**config.mk**
```make
export PLATFORM = sky130hd
export DESIGN_NAME = pipe_hazard_ctrl
export DESIGN_NICKNAME = d
export VERILOG_FILES = /design/src/rtl/pipe_hazard_ctrl.sv
export SDC_FILE = /design/constraint.sdc
export NUM_CORES = 1
export LEC_CHECK = 0
export CORE_ASPECT_RATIO = 0.6
export CORE_MARGIN = 5
export CORE_UTILIZATION = 45
export DETAILED_ROUTE_END_ITERATION = 6
export PLACE_DENSITY_LB_ADDON = 0.05
export SLEW_MARGIN = 40
export SYNTH_ARGS = -nofsm -noshare
export SYNTH_HDL_FRONTEND = slang
export SYNTH_SLANG_ARGS = --single-unit
```
**constraint.sdc**
```tcl
create_clock -name clk -period 2.5 [get_ports clk]
set_input_delay 0.5 -clock clk [delete_from_list [all_inputs] [get_ports clk]]
set_output_delay 0.5 -clock clk [all_outputs]
set_load 0.1 [all_outputs]
```
**src/rtl/pipe_hazard_ctrl.sv**
```systemverilog
// pipe_hazard_ctrl: decode, stage carriage and hazard/forward control.
// Optional build macro: PIPE_HAZARD_FWD_EN (EX operand forwarding).
module pipe_hazard_ctrl #(
  parameter int REG_AW   = 5,
  parameter int LINK_REG = 31
) (
  input  logic              clk,
  input  logic              rst,
  input  logic [5:0]        opc,
  input  logic [5:0]        func,
  input  logic [REG_AW-1:0] id_rs,
  input  logic [REG_AW-1:0] id_rt,
  input  logic [REG_AW-1:0] id_rd,
  input  logic              zero,
  output logic              pc_write,
  output logic              ifid_write,
  output logic              ifid_flush,
  output logic              jump,
  output logic              jump_reg,
  output logic              pc_src,
  output logic              ex_alu_src,
  output logic [2:0]        ex_alu_op,
  output logic              mem_read,
  output logic              mem_write,
  output logic              wb_reg_write,
  output logic              wb_mem_to_reg,
  output logic              wb_write_src,
  output logic [REG_AW-1:0] wb_dst,
  output logic [1:0]        fwd_a,
  output logic [1:0]        fwd_b
);

  typedef struct packed {
    logic              alu_src;
    logic [2:0]        alu_op;
    logic              branch;
    logic              mem_read;
    logic              mem_write;
    logic              reg_write;
    logic              mem_to_reg;
    logic              write_src;
    logic [REG_AW-1:0] dst;
    logic [REG_AW-1:0] rs;
    logic [REG_AW-1:0] rt;
  } idex_t;

  typedef struct packed {
    logic              mem_read;
    logic              mem_write;
    logic              reg_write;
    logic              mem_to_reg;
    logic              write_src;
    logic [REG_AW-1:0] dst;
  } exmem_t;

  typedef struct packed {
    logic              reg_write;
    logic              mem_to_reg;
    logic              write_src;
    logic [REG_AW-1:0] dst;
  } memwb_t;

  localparam logic [2:0] ALU_ADD = 3'b010;
  localparam logic [2:0] ALU_SUB = 3'b110;
  localparam logic [2:0] ALU_AND = 3'b000;
  localparam logic [2:0] ALU_OR  = 3'b001;
  localparam logic [2:0] ALU_SLT = 3'b111;

  localparam logic [REG_AW-1:0] LINK = REG_AW'(LINK_REG);

  idex_t  idex_q, idex_d, dec;
  exmem_t exmem_q, exmem_d;
  memwb_t memwb_q, memwb_d;

  logic rd_rs, rd_rt;
  logic id_jump, id_jr;
  logic [REG_AW-1:0] src_rs, src_rt;
  logic br_taken, hazard, stall;

  function automatic logic hit(
    input logic              we,
    input logic [REG_AW-1:0] dst,
    input logic [REG_AW-1:0] src
  );
    return we && (dst != '0) && (dst == src);
  endfunction

  // ID-stage decode of the opcode/function into a control word
  always_comb begin
    dec     = '0;
    rd_rs   = 1'b0;
    rd_rt   = 1'b0;
    id_jump = 1'b0;
    id_jr   = 1'b0;
    case (opc)
      6'd0: begin
        dec.reg_write = 1'b1;
        dec.dst       = id_rd;
        rd_rs         = 1'b1;
        rd_rt         = 1'b1;
        case (func)
          6'b000001: dec.alu_op = ALU_ADD;
          6'b000010: dec.alu_op = ALU_SUB;
          6'b000100: dec.alu_op = ALU_AND;
          6'b001000: dec.alu_op = ALU_OR;
          6'b010000: dec.alu_op = ALU_SLT;
          default:   dec.alu_op = 3'b000;
        endcase
      end
      6'd1: begin
        dec.alu_src   = 1'b1;
        dec.alu_op    = ALU_ADD;
        dec.reg_write = 1'b1;
        dec.dst       = id_rt;
        rd_rs         = 1'b1;
      end
      6'd2: begin
        dec.alu_src   = 1'b1;
        dec.alu_op    = ALU_SLT;
        dec.reg_write = 1'b1;
        dec.dst       = id_rt;
        rd_rs         = 1'b1;
      end
      6'd3: begin
        dec.alu_src    = 1'b1;
        dec.alu_op     = ALU_ADD;
        dec.mem_read   = 1'b1;
        dec.reg_write  = 1'b1;
        dec.mem_to_reg = 1'b1;
        dec.dst        = id_rt;
        rd_rs          = 1'b1;
      end
      6'd4: begin
        dec.alu_src   = 1'b1;
        dec.alu_op    = ALU_ADD;
        dec.mem_write = 1'b1;
        rd_rs         = 1'b1;
        rd_rt         = 1'b1;
      end
      6'd5: begin
        dec.alu_op = ALU_SUB;
        dec.branch = 1'b1;
        rd_rs      = 1'b1;
        rd_rt      = 1'b1;
      end
      6'd6: id_jump = 1'b1;
      6'd7: begin
        id_jump = 1'b1;
        id_jr   = 1'b1;
        rd_rs   = 1'b1;
      end
      6'd8: begin
        id_jump       = 1'b1;
        dec.reg_write = 1'b1;
        dec.write_src = 1'b1;
        dec.dst       = LINK;
      end
      default: ;
    endcase
    // unread source fields are zeroed so they can never match
    src_rs = rd_rs ? id_rs : '0;
    src_rt = rd_rt ? id_rt : '0;
    dec.rs = src_rs;
    dec.rt = src_rt;
  end

  // hazard detection, priority: taken branch > stall > jump
  always_comb begin
    br_taken = idex_q.branch & zero;
`ifdef PIPE_HAZARD_FWD_EN
    hazard = hit(idex_q.mem_read, idex_q.dst, src_rs)
           | hit(idex_q.mem_read, idex_q.dst, src_rt);
`else
    hazard = hit(idex_q.reg_write, idex_q.dst, src_rs)
           | hit(idex_q.reg_write, idex_q.dst, src_rt)
           | hit(exmem_q.reg_write, exmem_q.dst, src_rs)
           | hit(exmem_q.reg_write, exmem_q.dst, src_rt);
`endif
    stall      = hazard & ~br_taken;
    pc_src     = br_taken;
    jump       = id_jump & ~stall & ~br_taken;
    jump_reg   = id_jr & jump;
    ifid_flush = br_taken | jump;
    pc_write   = ~stall;
    ifid_write = ~stall;
  end

  // EX operand source selection; EX/MEM wins over MEM/WB
  always_comb begin
    fwd_a = 2'b00;
    fwd_b = 2'b00;
`ifdef PIPE_HAZARD_FWD_EN
    if (hit(exmem_q.reg_write, exmem_q.dst, idex_q.rs))
      fwd_a = 2'b10;
    else if (hit(memwb_q.reg_write, memwb_q.dst, idex_q.rs))
      fwd_a = 2'b01;
    if (hit(exmem_q.reg_write, exmem_q.dst, idex_q.rt))
      fwd_b = 2'b10;
    else if (hit(memwb_q.reg_write, memwb_q.dst, idex_q.rt))
      fwd_b = 2'b01;
`endif
  end

`ifndef PIPE_HAZARD_FWD_EN
  logic unused_src;
  assign unused_src = ^{idex_q.rs, idex_q.rt};
`endif

  // next-state of the stage registers; stall or taken branch inject a bubble
  always_comb begin
    idex_d = (stall | br_taken) ? '0 : dec;
    exmem_d = '{
      mem_read:   idex_q.mem_read,
      mem_write:  idex_q.mem_write,
      reg_write:  idex_q.reg_write,
      mem_to_reg: idex_q.mem_to_reg,
      write_src:  idex_q.write_src,
      dst:        idex_q.dst
    };
    memwb_d = '{
      reg_write:  exmem_q.reg_write,
      mem_to_reg: exmem_q.mem_to_reg,
      write_src:  exmem_q.write_src,
      dst:        exmem_q.dst
    };
  end

  // stage registers, cleared to bubbles on reset
  always_ff @(posedge clk) begin
    if (rst) begin
      idex_q  <= '0;
      exmem_q <= '0;
      memwb_q <= '0;
    end else begin
      idex_q  <= idex_d;
      exmem_q <= exmem_d;
      memwb_q <= memwb_d;
    end
  end

  assign ex_alu_src    = idex_q.alu_src;
  assign ex_alu_op     = idex_q.alu_op;
  assign mem_read      = exmem_q.mem_read;
  assign mem_write     = exmem_q.mem_write;
  assign wb_reg_write  = memwb_q.reg_write;
  assign wb_mem_to_reg = memwb_q.mem_to_reg;
  assign wb_write_src  = memwb_q.write_src;
  assign wb_dst        = memwb_q.dst;

endmodule

```
==> run_results.csv <==
group,metric,value,unit
worst_setup_path,critPathArrivalTime,2170,ps
grt,overflow,0,
place,dp_hpwl,3920,um
floorplanning,start_util,46.7,%
floorplanning,rows,18,
clock_network,hold_buffers,0,
floorplanning,die-area,5700,sq um
drt,drt_iter0_drc,132,
clock_network,cts_buffer_depth,2,
cells_and_area,regArea,628,sq um
worst_setup_path,startpoint_type,"primary input",
power_and_ir_drop,p_per_area,414,nW/um^2
drt,wire_per_inst,13.6,um
clock_network,cts_tree,"built",
place,place_congestion,0.831,
floorplanning,chipHeight,60.5,um
sta,setup_viol,5,
cells_and_area,layout_common_cells,"buf_4 (57), dfxtp_1 (27), nand2_1 (17), nor2_1 (16), nor2b_1 (15)",
run,maxCapViolCount,0,
worst_hold_path,hold_path_class,"reg -> reg",
drt,vias,1810,
status,status,"finished, violations left",
cells_and_area,fin_util,70.1,%
synth,synth-seq-cells,31,
sta,whs,435,ps
drt,drc,0,
synth,post_synth.cell_area_avg,8.98,sq um
sta,fin_worst_skew,5.40,ps
worst_setup_path,r2r-start,"exmem_q[1]",
grt,antenna_found_initial,0,
clock_network,clk_pin_slew,70,ps
synth,synth_cell_types,50,
clock_network,clock-root-buffer,"clkbuf_8",
sta,fmax,0.375,GHz
sta,grt_setup_unrepaired,"yes",
worst_hold_path,worstHoldStart,"exmem_d[5]",
cells_and_area,layout_commonest_cell,"buf_4",
worst_setup_path,crit_type,"in -> out",
synth,synth-async-reset-ratio,0,%
clock_network,insertion_delay,290,ps
sta,fin_ws,-169,ps
synth,netlist_area,1910,sq um
sta,maxSlewViolCount,0,
grt,grt_pass1_wl,8070,um
clock_network,htreeDepth,2,
power_and_ir_drop,seq_power_share,42.1,%
sta,hold_viol_final,0,
power_and_ir_drop,p_switching,0.000336,W
drt,dr.pass1.iters,4,
worst_hold_path,hold_depth,1,
power_and_ir_drop,power_frac_clock,37.5,%
power_and_ir_drop,vdd_drop_max,258,uV
sta,period_share,107,%
power_and_ir_drop,p_leak,1.21,nW
cells_and_area,multiInputGateArea,1200,sq um
power_and_ir_drop,swShare,28.3,%
place,placed_area,2700,sq um
power_and_ir_drop,p_total,0.00119,W
floorplanning,ioPinCount,54,
worst_setup_path,startpoint,"id_rt[4]",
cells_and_area,synthToLayoutAreaGrowth,50.3,%
cells_and_area,fin_nets,328,
drt,routed_wl,4890,um
worst_setup_path,cp-end-kind,"output pin",
synth,seq_area_frac_synth,32.4,%
synth,syn_inst,213,
clock_network,cts.sinks,31,
floorplanning,core,4100,sq um
clock_network,cts_buffers,5,
worst_setup_path,cp_data_required_time,2000,ps
cells_and_area,drive_gt1_share,40.5,%
cells_and_area,antenna_cells,0,
place,io_buffers,49,
cells_and_area,fill_cells,350,
drt,antenna_left,0,
grt,grt_max_degree,19,
cells_and_area,largest_reg_flops,9,
grt,first_global_vias,1702,
floorplanning,fp.dieW,94.2,um
drt,via_per_inst,5.04,
synth,synth_edf_count,0,
synth,ys.flop_type,"dfxtp_1",
synth,yosysWarningCount,0,
worst_setup_path,rr_worst_depth,9,
sta,post-route-min-period,2670,ps
worst_setup_path,critPathMaxFanout,5,
grt,track_usage,18.4,%
cells_and_area,fin_area,2880,sq um
power_and_ir_drop,share_comb_of_total_power,20.4,%
status,violations,"setup timing",
power_and_ir_drop,p_int,0.000854,W
[layout make-up]
type / instances / area share, %
Tap cell: 60 / 2.61
Inverter: 6 / 0.783
Timing Repair Buffer: 93 / 29.3
Sequential cell: 31 / 21.8
Clock inverter: 1 / 0.261
Multi-Input combinational cell: 161 / 41.9
Clock buffer: 7 / 3.35
[path summary, 6_finish.rpt]
path | to | slack, ps
max | ifid_write | -170
min | exmem_q[5] | 440
max reg2reg | exmem_d[4] | 500
min reg2reg | exmem_q[5] | 440
[critical path, stage by stage]
cell           delay, ps
dlygate4sd2_1        260
xnor2_1              130
a31oi_1              250
nor2_1                90
o2111ai_2            210
o311ai_4             150
buf_12               170
o21ai_4              200
buf_12               200
[synth_stat cells, types with 3 or more instances]
cell type | n | share of area [%]
buf_4 | 9 | 3.5
a31oi_1 | 7 | 2.3
nor3_1 | 9 | 2.4
nor4bb_1 | 5 | 2.6
inv_1 | 6 | 1.2
buf_6 | 4 | 2.4
clkbuf_8 | 3 | 2.2
nor3_2 | 10 | 5.2
o22ai_1 | 4 | 1.3
a21oi_1 | 4 | 1.0
xor2_1 | 5 | 2.3
mux2i_1 | 5 | 2.6
and2_1 | 3 | 0.98
nand3_1 | 5 | 1.3
xnor2_1 | 6 | 2.7
o21ai_0 | 8 | 2.1
nand4_1 | 3 | 0.98
nor2_1 | 16 | 3.1
dfxtp_1 | 31 | 32
nand2_1 | 17 | 3.3
nor2b_1 | 15 | 4.9
[metal layers]
metal / global-route usage, % / share of wire [%] / vias to the layer above
met3: 3.35 / 7.6 / 5
met5: 0 / 0 / -
met2: 25.4 / 39 / 60
met4: 5.56 / 1.1 / 0
li1: - / - / 922
met1: 28.7 / 53 / 823
[timing repair]
item	CTS	global route
resized for setup	49	11
setup buffers	0	1
endpoints found under the setup margin	5	5
pin swaps	14	9
[power by group through the flow]
stage / Sequential, W / Clock [W] / Combinational, W
floorplan: 0.000520 / 0 / 0.000125
global placement: 0.000513 / 0 / 0.000239
detailed placement: 0.000513 / 0 / 0.000241
CTS: 0.000502 / 0.000453 / 0.000240
global route: 0.000501 / 0.000477 / 0.000260
finish: 0.000501 / 0.000446 / 0.000243
[cell families after synthesis]
logic type / count (synthesis) / synth area share (%)
DFF: 31 / 32.4
muxes: 5 / 2.62
xor gates and xnor gates: 11 / 5.04
other: 1 / 0.196
buffers and inverters: 24 / 10.5
and+or+nand+nor: 101 / 33.7
AOI/OAI and AO/OA: 40 / 15.6
[through the flow]
step                setup TNS [ps]  instances  setup WS (ps)
floorplan                    -2230        216           -561
global placement             -5880        350           -588
detailed placement           -6110        350           -650
CTS                           -709        358           -154
global route                 -1120        359           -237
finish                        -720        359           -169
No activity file was read; power rests on OpenSTA's default activity.
